$ cat config.mk
export PLATFORM = sky130hd
export DESIGN_NAME = ps2_key_decoder
export DESIGN_NICKNAME = d
export VERILOG_FILES = /design/src/rtl/racing_pkg.sv /design/src/rtl/ps2_rx.sv /design/src/rtl/ps2_key_decoder.sv
export SDC_FILE = /design/constraint.sdc
export NUM_CORES = 1
export LEC_CHECK = 0
export CORE_ASPECT_RATIO = 0.75
export CORE_UTILIZATION = 55
export CTS_BUF_LIST = sky130_fd_sc_hd__clkbuf_4
export DETAILED_ROUTE_END_ITERATION = 6
export PLACE_DENSITY = 0.75
export SLEW_MARGIN = 40
export SYNTH_ARGS = -nofsm -noshare
export SYNTH_HDL_FRONTEND = slang
export SYNTH_SLANG_ARGS = --single-unit
$ cat constraint.sdc
create_clock -name clk -period 6.47 [get_ports clk]
set_clock_uncertainty 0.1 [all_clocks]
set_input_delay 1.294 -clock clk [delete_from_list [all_inputs] [get_ports clk]]
set_output_delay 1.294 -clock clk [all_outputs]
set_load 0.03 [all_outputs]
$ cat src/rtl/racing_pkg.sv
// Shared definitions for the PS/2 keyboard path: scan-code constants
// and the frame receiver state encoding.
package racing_pkg;

    localparam logic [7:0] SC_EXT         = 8'hE0;
    localparam logic [7:0] SC_BRK         = 8'hF0;
    localparam logic [7:0] SC_LEFT_ARROW  = 8'h6B;
    localparam logic [7:0] SC_RIGHT_ARROW = 8'h74;
    localparam logic [7:0] SC_A           = 8'h1C;
    localparam logic [7:0] SC_D           = 8'h23;
    localparam logic [7:0] SC_P           = 8'h4D;

    typedef enum logic [1:0] {
        RX_IDLE   = 2'd0,
        RX_DATA   = 2'd1,
        RX_PARITY = 2'd2,
        RX_STOP   = 2'd3
    } rx_state_e;

    // PS/2 frames carry odd parity over the data byte plus the parity bit.
    function automatic logic odd_parity_ok(input logic [7:0] data, input logic par);
        return ^{data, par};
    endfunction

endpackage

$ cat src/rtl/ps2_rx.sv
// PS/2 frame receiver: synchronizes the keyboard lines, deframes one byte
// per 11-bit frame and flags malformed or stalled frames.
module ps2_rx
    import racing_pkg::*;
#(
    parameter int unsigned TIMEOUT_CYCLES = 50000
) (
    input  logic       clk,
    input  logic       reset,
    input  logic       ps2_clk_i,
    input  logic       ps2_data_i,
    output logic [7:0] byte_o,
    output logic       byte_valid_o,
    output logic       frame_err_o
);

    localparam int unsigned CNT_W = $clog2(TIMEOUT_CYCLES + 1);
    localparam logic [CNT_W-1:0] TMO_MAX = CNT_W'(TIMEOUT_CYCLES);

    logic [1:0]       clk_sync_q;
    logic [1:0]       data_sync_q;
    logic             clk_prev_q;
    rx_state_e        state_q, state_d;
    logic [2:0]       bit_cnt_q, bit_cnt_d;
    logic [7:0]       shift_q, shift_d;
    logic             parity_q, parity_d;
    logic [CNT_W-1:0] tmo_cnt_q, tmo_cnt_d;

    logic fall;
    logic din;
    logic timeout;

    // NOTE: sequential state uses non-blocking assignments so every flop
    // samples its input from the same clock edge.
    always_ff @(posedge clk) begin
        if (!reset) begin
            clk_sync_q  <= 2'b00;
            data_sync_q <= 2'b00;
            clk_prev_q  <= 1'b0;
        end else begin
            clk_sync_q  <= {clk_sync_q[0], ps2_clk_i};
            data_sync_q <= {data_sync_q[0], ps2_data_i};
            clk_prev_q  <= clk_sync_q[1];
        end
    end

    assign fall    = clk_prev_q & ~clk_sync_q[1];
    assign din     = data_sync_q[1];
    assign timeout = (state_q != RX_IDLE) && (tmo_cnt_q == TMO_MAX);

    always_ff @(posedge clk) begin
        if (!reset) begin
            state_q   <= RX_IDLE;
            bit_cnt_q <= 3'd0;
            shift_q   <= 8'h00;
            parity_q  <= 1'b0;
            tmo_cnt_q <= '0;
        end else begin
            state_q   <= state_d;
            bit_cnt_q <= bit_cnt_d;
            shift_q   <= shift_d;
            parity_q  <= parity_d;
            tmo_cnt_q <= tmo_cnt_d;
        end
    end

    // NOTE: every signal gets a default first so no path leaves it
    // unassigned, which would otherwise infer a latch.
    always_comb begin
        state_d   = state_q;
        bit_cnt_d = bit_cnt_q;
        shift_d   = shift_q;
        parity_d  = parity_q;
        tmo_cnt_d = tmo_cnt_q + 1'b1;
        if (state_q == RX_IDLE || fall || timeout) begin
            tmo_cnt_d = '0;
        end

        if (timeout) begin
            state_d = RX_IDLE;
        end else if (fall) begin
            unique case (state_q)
                RX_IDLE: begin
                    if (!din) begin
                        state_d   = RX_DATA;
                        bit_cnt_d = 3'd0;
                    end
                end
                RX_DATA: begin
                    shift_d   = {din, shift_q[7:1]};
                    bit_cnt_d = bit_cnt_q + 3'd1;
                    if (bit_cnt_q == 3'd7) begin
                        state_d = RX_PARITY;
                    end
                end
                RX_PARITY: begin
                    parity_d = din;
                    state_d  = RX_STOP;
                end
                RX_STOP: state_d = RX_IDLE;
                default: state_d = RX_IDLE;
            endcase
        end
    end

    // Completion and error strobes are combinational on the stop-bit edge so
    // the decoder registers them one cycle later.
    always_comb begin
        byte_valid_o = 1'b0;
        frame_err_o  = 1'b0;
        if (timeout) begin
            frame_err_o = 1'b1;
        end else if (fall) begin
            if (state_q == RX_IDLE) begin
                frame_err_o = din;
            end else if (state_q == RX_STOP) begin
                byte_valid_o = din && odd_parity_ok(shift_q, parity_q);
                frame_err_o  = !(din && odd_parity_ok(shift_q, parity_q));
            end
        end
    end

    assign byte_o = shift_q;

endmodule

$ cat src/rtl/ps2_key_decoder.sv
// Turns received PS/2 scan codes into held-key levels for steering
// (Left-arrow/A, Right-arrow/D) and a pause toggle on P.
module ps2_key_decoder
    import racing_pkg::*;
#(
    parameter int unsigned TIMEOUT_CYCLES = 50000
) (
    input  logic       clk,
    input  logic       reset,
    input  logic       ps2_clk,
    input  logic       ps2_data,
    output logic       left_key,
    output logic       right_key,
    output logic       pause,
    output logic [7:0] scan_code,
    output logic       code_valid,
    output logic       frame_err
);

    logic [7:0] rx_byte;
    logic       rx_valid;
    logic       rx_err;

    ps2_rx #(
        .TIMEOUT_CYCLES(TIMEOUT_CYCLES)
    ) u_rx (
        .clk         (clk),
        .reset       (reset),
        .ps2_clk_i   (ps2_clk),
        .ps2_data_i  (ps2_data),
        .byte_o      (rx_byte),
        .byte_valid_o(rx_valid),
        .frame_err_o (rx_err)
    );

    logic       ext_q, ext_d;
    logic       brk_q, brk_d;
    logic       left_arrow_q, left_arrow_d;
    logic       left_a_q, left_a_d;
    logic       right_arrow_q, right_arrow_d;
    logic       right_d_q, right_d_d;
    logic       p_held_q, p_held_d;
    logic       pause_q, pause_d;
    logic [7:0] scan_code_q, scan_code_d;
    logic       code_valid_q, code_valid_d;
    logic       frame_err_q, frame_err_d;

    always_ff @(posedge clk) begin
        if (!reset) begin
            ext_q         <= 1'b0;
            brk_q         <= 1'b0;
            left_arrow_q  <= 1'b0;
            left_a_q      <= 1'b0;
            right_arrow_q <= 1'b0;
            right_d_q     <= 1'b0;
            p_held_q      <= 1'b0;
            pause_q       <= 1'b0;
            scan_code_q   <= 8'h00;
            code_valid_q  <= 1'b0;
            frame_err_q   <= 1'b0;
        end else begin
            ext_q         <= ext_d;
            brk_q         <= brk_d;
            left_arrow_q  <= left_arrow_d;
            left_a_q      <= left_a_d;
            right_arrow_q <= right_arrow_d;
            right_d_q     <= right_d_d;
            p_held_q      <= p_held_d;
            pause_q       <= pause_d;
            scan_code_q   <= scan_code_d;
            code_valid_q  <= code_valid_d;
            frame_err_q   <= frame_err_d;
        end
    end

    always_comb begin
        ext_d         = ext_q;
        brk_d         = brk_q;
        left_arrow_d  = left_arrow_q;
        left_a_d      = left_a_q;
        right_arrow_d = right_arrow_q;
        right_d_d     = right_d_q;
        p_held_d      = p_held_q;
        pause_d       = pause_q;
        scan_code_d   = scan_code_q;
        code_valid_d  = rx_valid;
        frame_err_d   = rx_err;

        if (rx_valid) begin
            scan_code_d = rx_byte;
            if (rx_byte == SC_EXT) begin
                ext_d = 1'b1;
            end else if (rx_byte == SC_BRK) begin
                brk_d = 1'b1;
            end else begin
                ext_d = 1'b0;
                brk_d = 1'b0;
                if (ext_q && rx_byte == SC_LEFT_ARROW)  left_arrow_d  = !brk_q;
                if (!ext_q && rx_byte == SC_A)          left_a_d      = !brk_q;
                if (ext_q && rx_byte == SC_RIGHT_ARROW) right_arrow_d = !brk_q;
                if (!ext_q && rx_byte == SC_D)          right_d_d     = !brk_q;
                // Typematic repeats of P arrive as makes while p_held is set.
                if (!ext_q && rx_byte == SC_P) begin
                    if (brk_q) begin
                        p_held_d = 1'b0;
                    end else if (!p_held_q) begin
                        pause_d  = !pause_q;
                        p_held_d = 1'b1;
                    end
                end
            end
        end else if (rx_err) begin
            ext_d = 1'b0;
            brk_d = 1'b0;
        end
    end

    assign left_key   = left_arrow_q | left_a_q;
    assign right_key  = right_arrow_q | right_d_q;
    assign pause      = pause_q;
    assign scan_code  = scan_code_q;
    assign code_valid = code_valid_q;
    assign frame_err  = frame_err_q;

endmodule
==> run metrics, run 1 <==
PortBufs=16; most common cell in the netlist=dfxtp_1; # IOs=17; Hold-fix buffers, CTS=0; clock buffer count from CTS=5; Detailed Routing Iterations Pass 1=4; post-layout minimum cycle time=3027 ps; area leader, netlist=dfxtp_1; Fin. Hold Viols=0; CP max FO=17; Yosys reg bits=53; All-Layer GR Usage=22.44%; die height=60.62 µm; total die area=between 4000 and 5000 µm²; Main synth FF type=dfxtp_1; CTS Sinks=53; Die Wd=80.16 µm; EDFF count, synth=0; vias per cell=5.665; P_leak=0.9312 nW; n_diodes=0; async set or reset register ratio after synthesis=0%; Worst Setup Path Type=in -> reg; Core Area=4229 µm²; fmax=0.3303 GHz; Total Wirelength=around 5000 µm; max cap viols=0; largest cells by area after synthesis=dfxtp_1, nor2_1, mux2i_1; cts repair resizes=0; Hold Path Origin=u_rx.clk_sync_q[0]; final hold slack=350.6 ps; Worst setup SP type=input port; syn nets=287; Mapped Cells=275; post-route ant nets=0; setup TNS=0 ps; Row Count=20; Worst Hold Class=reg -> reg; H-tree depth=2; RSZ-0062 raised after global routing=false; DPL Wire Length=3509 µm; Slew HR=53.49%; Avg Inst Size Synth=9.163 µm²; Worst R2R Start=u_rx.byte_o[3]; vias in the first global route=1672; sequential cell area fraction in the yosys report=42.11%; CP arrival=roughly 3300 ps; Initial DRC Count=196; starting density of the core=between 50 and 60%; setup bufs post-CTS=0; Setup crit end kind=flip-flop; run status=complete, no violations; CP Data Required Time=6690 ps; crit share post-route=46.79%; largest net degree at the start of global routing=22; Synth warnings=0; Max VDD drop=approximately 0.00011 V; Slew @ Worst Pin=694.2 ps; layout cells sized above 1=slightly below 6%; Post-Syn Area=2520 µm²; Nets=~300; GRT overflow=0; Pwr Density=176.7 nW/µm²; Clock Tree Root=clkbuf_4; Synth top cells by count=dfxtp_1, nor2_1, nand2_1, nand3_1; CTS tree=yes; Bufs on Longest Clock Path=2; Avg WL per Cell=14.36 µm; clk_lat worst skew=380 ps; Routability Congestion=0.7968; R2R setup slack=3700 ps; Reg clk slew, reported paths=150 ps; Max Slew Vio Count=0; drt drc=0; final setup vio count=0; Worst Setup SP=reset; post-synth top area share=42.11%; via count=1926; initial antenna violation count=0; Area Overhead vs Synth=8.590%; library cells used by synthesis=45; first-pass GRT wire length=8190 µm
## area by class of cell
class	instances	area [µm²]
Tap cell	55	68.82
Multi-Input combinational cell	197	1349
Inverter	11	41.29
Clock inverter	2	11.26
Fill cell	353	1493
Timing Repair Buffer	17	167.7
Sequential cell	53	1061
Clock buffer	5	37.54
## path summary, 6_finish.rpt
path	depth (start not counted)	endpoint
setup / recovery	4	u_rx.tmo_cnt_q[5]
hold / removal	1	u_rx.clk_sync_q[1]
setup reg to reg	5	brk_q
hold reg to reg	1	u_rx.clk_sync_q[1]
## cell families after synthesis
kind of cell / count (synthesis) / synth area share (%)
adder cells (fa/ha/maj): 8 / 3.972
flip-flops: 53 / 42.11
buffers and inverters: 25 / 4.668
multiplexers: 13 / 5.164
AND/OR/NAND/NOR: 120 / 26.76
AO/OA/AOI/OAI: 34 / 8.789
XOR/XNOR: 22 / 8.540
## critical path: stages
cell and delay, ps:
clkdlybuf4s50_1 840, nand2_1 240, or3_1 660, nor2_1 210
## state kept, by name, indices dropped and copies added, names as in the netlist, 2 cells and up
signal / count
u_rx.tmo_cnt_q: 16
u_rx.state_q: 2
u_rx.clk_sync_q: 2
scan_code: 8
u_rx.data_sync_q: 2
u_rx.byte_o: 8
u_rx.bit_cnt_q: 3
## power by group
group / switching, mW / total, mW / internal, mW
clock network: 0.102 / 0.142 / 0.0393
registers: 0.00131 / 0.329 / 0.328
logic: 0.00789 / 0.0122 / 0.00435
total: 0.112 / 0.483 / 0.372
## cell usage in the layout (no fill, tap or decap), types with 2 or more instances in the layout
cell type         n
and4bb_1          2
mux2i_1          13
nand4_1           9
o21ai_1           8
clkbuf_4          5
nand2_1          16
a21oi_1          10
clkdlybuf4s50_1  16
inv_1            11
nor2_1           35
xor2_1            6
a31oi_1           3
xnor2_1          13
nor4_4            2
nor2b_1           8
ha_1              8
nand3_1          16
o211ai_1          2
a2111oi_1         2
and4_1            3
and3_1            3
and4b_1           2
or2_2             2
a22oi_1           2
dfxtp_1          53
and2_1            6
nand2b_1          4
nor3_1            5
a311oi_1          2
## through the flow
stage	instance area [µm²]	setup slack, ps	total power, mW	instances	util, %
floorplan	2520	4138	0.3441	275	-
global placement	2680	3137	0.3485	333	63.37
detailed placement	2688	3023	0.3488	333	63.55
CTS	2736	3424	0.4858	340	64.70
global route	2736	3287	0.5005	340	64.70
finish	2736	3443	0.4834	340	64.70
## per-layer routing
layer	vias up	GRT usage [%]	part of all wire, %
met2	40	28.45	38
met3	8	6.767	5.2
met1	904	35.19	56
met4	0	7.143	1.3
li1	974	-	-
met5	-	0	0
Power figures use the tool's default switching activity.
==> run 2: changes to the inputs <==
Clock period 6.47 ns to 2.8 ns, I/O delays scaled along.
==> run metrics, run 2 (synthesized netlist as in run 1, its figures left out) <==
commonest non-fill, non-tap cell in the layout=dfxtp_1 (unchanged); cts repair resizes=0 (unchanged); final setup vio count=0 (unchanged); run status=complete, no violations (unchanged); CP max FO=13 (was 17); Setup crit end kind=flip-flop (unchanged); starting density of the core=59.59% (unchanged); RSZ-0062 raised after global routing=false (unchanged); Slew @ Worst Pin=566.3 ps (was 694.2 ps); max reg flops=16 (unchanged); n_diodes=0 (unchanged); Bufs on Longest Clock Path=2 (unchanged); most frequent cells in the layout=dfxtp_1, nor2_1, nand2_1, nand3_1, clkdlybuf4s50_1 (unchanged); dpl cells=340 (was 333); first-pass GRT wire length=7817 µm (was 8190 µm); Design Power=1.111 mW (was 0.4834 mW); setup ws final=218.9 ps (was 3443 ps); layout cells sized above 1=7.877% (was 5.965%); Worst Hold Class=reg -> reg (unchanged); Slew HR=61.75% (was 53.49%); max cap viols=0 (unchanged); Total Wirelength=4881 µm (unchanged); post-layout minimum cycle time=2581 ps; FF/Latch Area=1061 µm² (unchanged); DP Worst Slack=319.0 ps (was 3023 ps); Fin. Hold Viols=0 (unchanged); All-Layer GR Usage=21.28% (was 22.44%); Pwr Density=399.3 nW/µm² (was 176.7 nW/µm²); Row Count=20 (unchanged); Die Wd=80.16 µm (unchanged); Nets=304 (was 297); total die area=4859 µm² (unchanged); fmax=about 0.39 GHz; area occupied by multi-input gates=1341 µm² (was 1349 µm²); die height=60.62 µm (unchanged); hold path depth=1 (unchanged); Clock Tree Root=clkbuf_4 (unchanged); # fillers=361 (was 353); clock buffer count from CTS=5 (unchanged); Max VDD drop=0.0003413 V (was 0.0001081 V); setup TNS=0 ps (unchanged); Area Overhead vs Synth=10.38% (was 8.590%); Core Area=4229 µm² (unchanged); Hold-fix buffers, CTS=0 (unchanged); R2R depth=7 (was 5); crit share post-route=92.18%; vias in the first global route=1631 (was 1672); P_leak=0.9640 nW (was 0.9312 nW); largest net degree at the start of global routing=17 (was 22); PortBufs=16 (unchanged); DPL Wire Length=3598 µm (was 3509 µm); Most flops, register=u_rx.tmo_cnt_q (unchanged); via count=1897 (was 1926); clk_lat worst skew=360 ps (was 380 ps); CTS tree=yes (unchanged); Initial DRC Count=82 (was 196); Worst setup SP type=flip-flop (was input port); GRT overflow=0 (unchanged); CP arrival=2740 ps (was 3250 ps); Detailed Routing Iterations Pass 1=4 (unchanged); # IOs=17 (unchanged); Post-Layout Cell Count=347 (was 340); vias per cell=5.467 (was 5.665); CP Data Required Time=2960 ps (was 6690 ps); Max Slew Vio Count=0 (unchanged); initial antenna violation count=0 (unchanged); Routability Congestion=0.9039 (was 0.7968); Worst Setup Path Type=reg -> reg (was in -> reg); Reg clk slew, reported paths=140 ps (was 150 ps); drt drc=0 (unchanged); setup bufs post-CTS=0 (unchanged); Avg WL per Cell=14.07 µm (was 14.36 µm); H-tree depth=2 (unchanged); final hold slack=350.8 ps (was 350.6 ps); post-route ant nets=0 (unchanged); CTS Sinks=53 (unchanged)
run 2: cell types whose count changed in the layout (fill, tap and decap cells not counted), sizes merged:
| cell | previous run | this run |
|---|---|---|
| buf | 1 | 8 |
run 2: worst max-delay path, stage by stage (launching register included):
cell and delay [ps]:
dfxtp_1 360, inv_1 100, ha_1 290, and4bb_1 280, a41oi_2 310, and3_1 510, a31oi_1 150, a2111oi_1 380
run 2: final cells by class:
class | count | area share (%)
flip-flops and latches | 53 | 38.15
well taps | 55 | 2.474
repair buffers | 24 | 7.917
clock inverters | 2 | 0.4049
multi-input cells | 197 | 48.22
inverters | 11 | 1.484
clock buffers | 5 | 1.350
run 2: routing by layer:
| metal | vias up | wire length, µm | share of wire [%] | track usage [%] |
|---|---|---|---|---|
| li1 | 988 | - | - | - |
| met1 | 865 | 2834 | 58 | 34.66 |
| met2 | 39 | 1807 | 37 | 27.11 |
| met3 | 5 | 206 | 4.2 | 4.962 |
| met4 | 0 | 33 | 0.68 | 5.357 |
| met5 | - | 0 | 0 | 0 |
run 2: worst paths after layout:
kind	to	slack [ps]	from
max reg2reg	ext_q	220	u_rx.state_q[0]
min	u_rx.data_sync_q[1]	350	u_rx.data_sync_q[0]
max	ext_q	220	u_rx.state_q[0]
min reg2reg	u_rx.data_sync_q[1]	350	u_rx.data_sync_q[0]
run 2: through the flow:
step,util (%),instance area [µm²]
finish,65.77,2781
global route,65.77,2781
CTS,65.77,2781
detailed placement,64.62,2733
global placement,64.62,2733
floorplan,-,2520
run 2: report_power, final:
part,switching [mW],internal (mW),leakage (nW)
clock network,0.228,0.0908,0.0247
registers,0.00264,0.758,0.428
logic,0.0195,0.0120,0.512
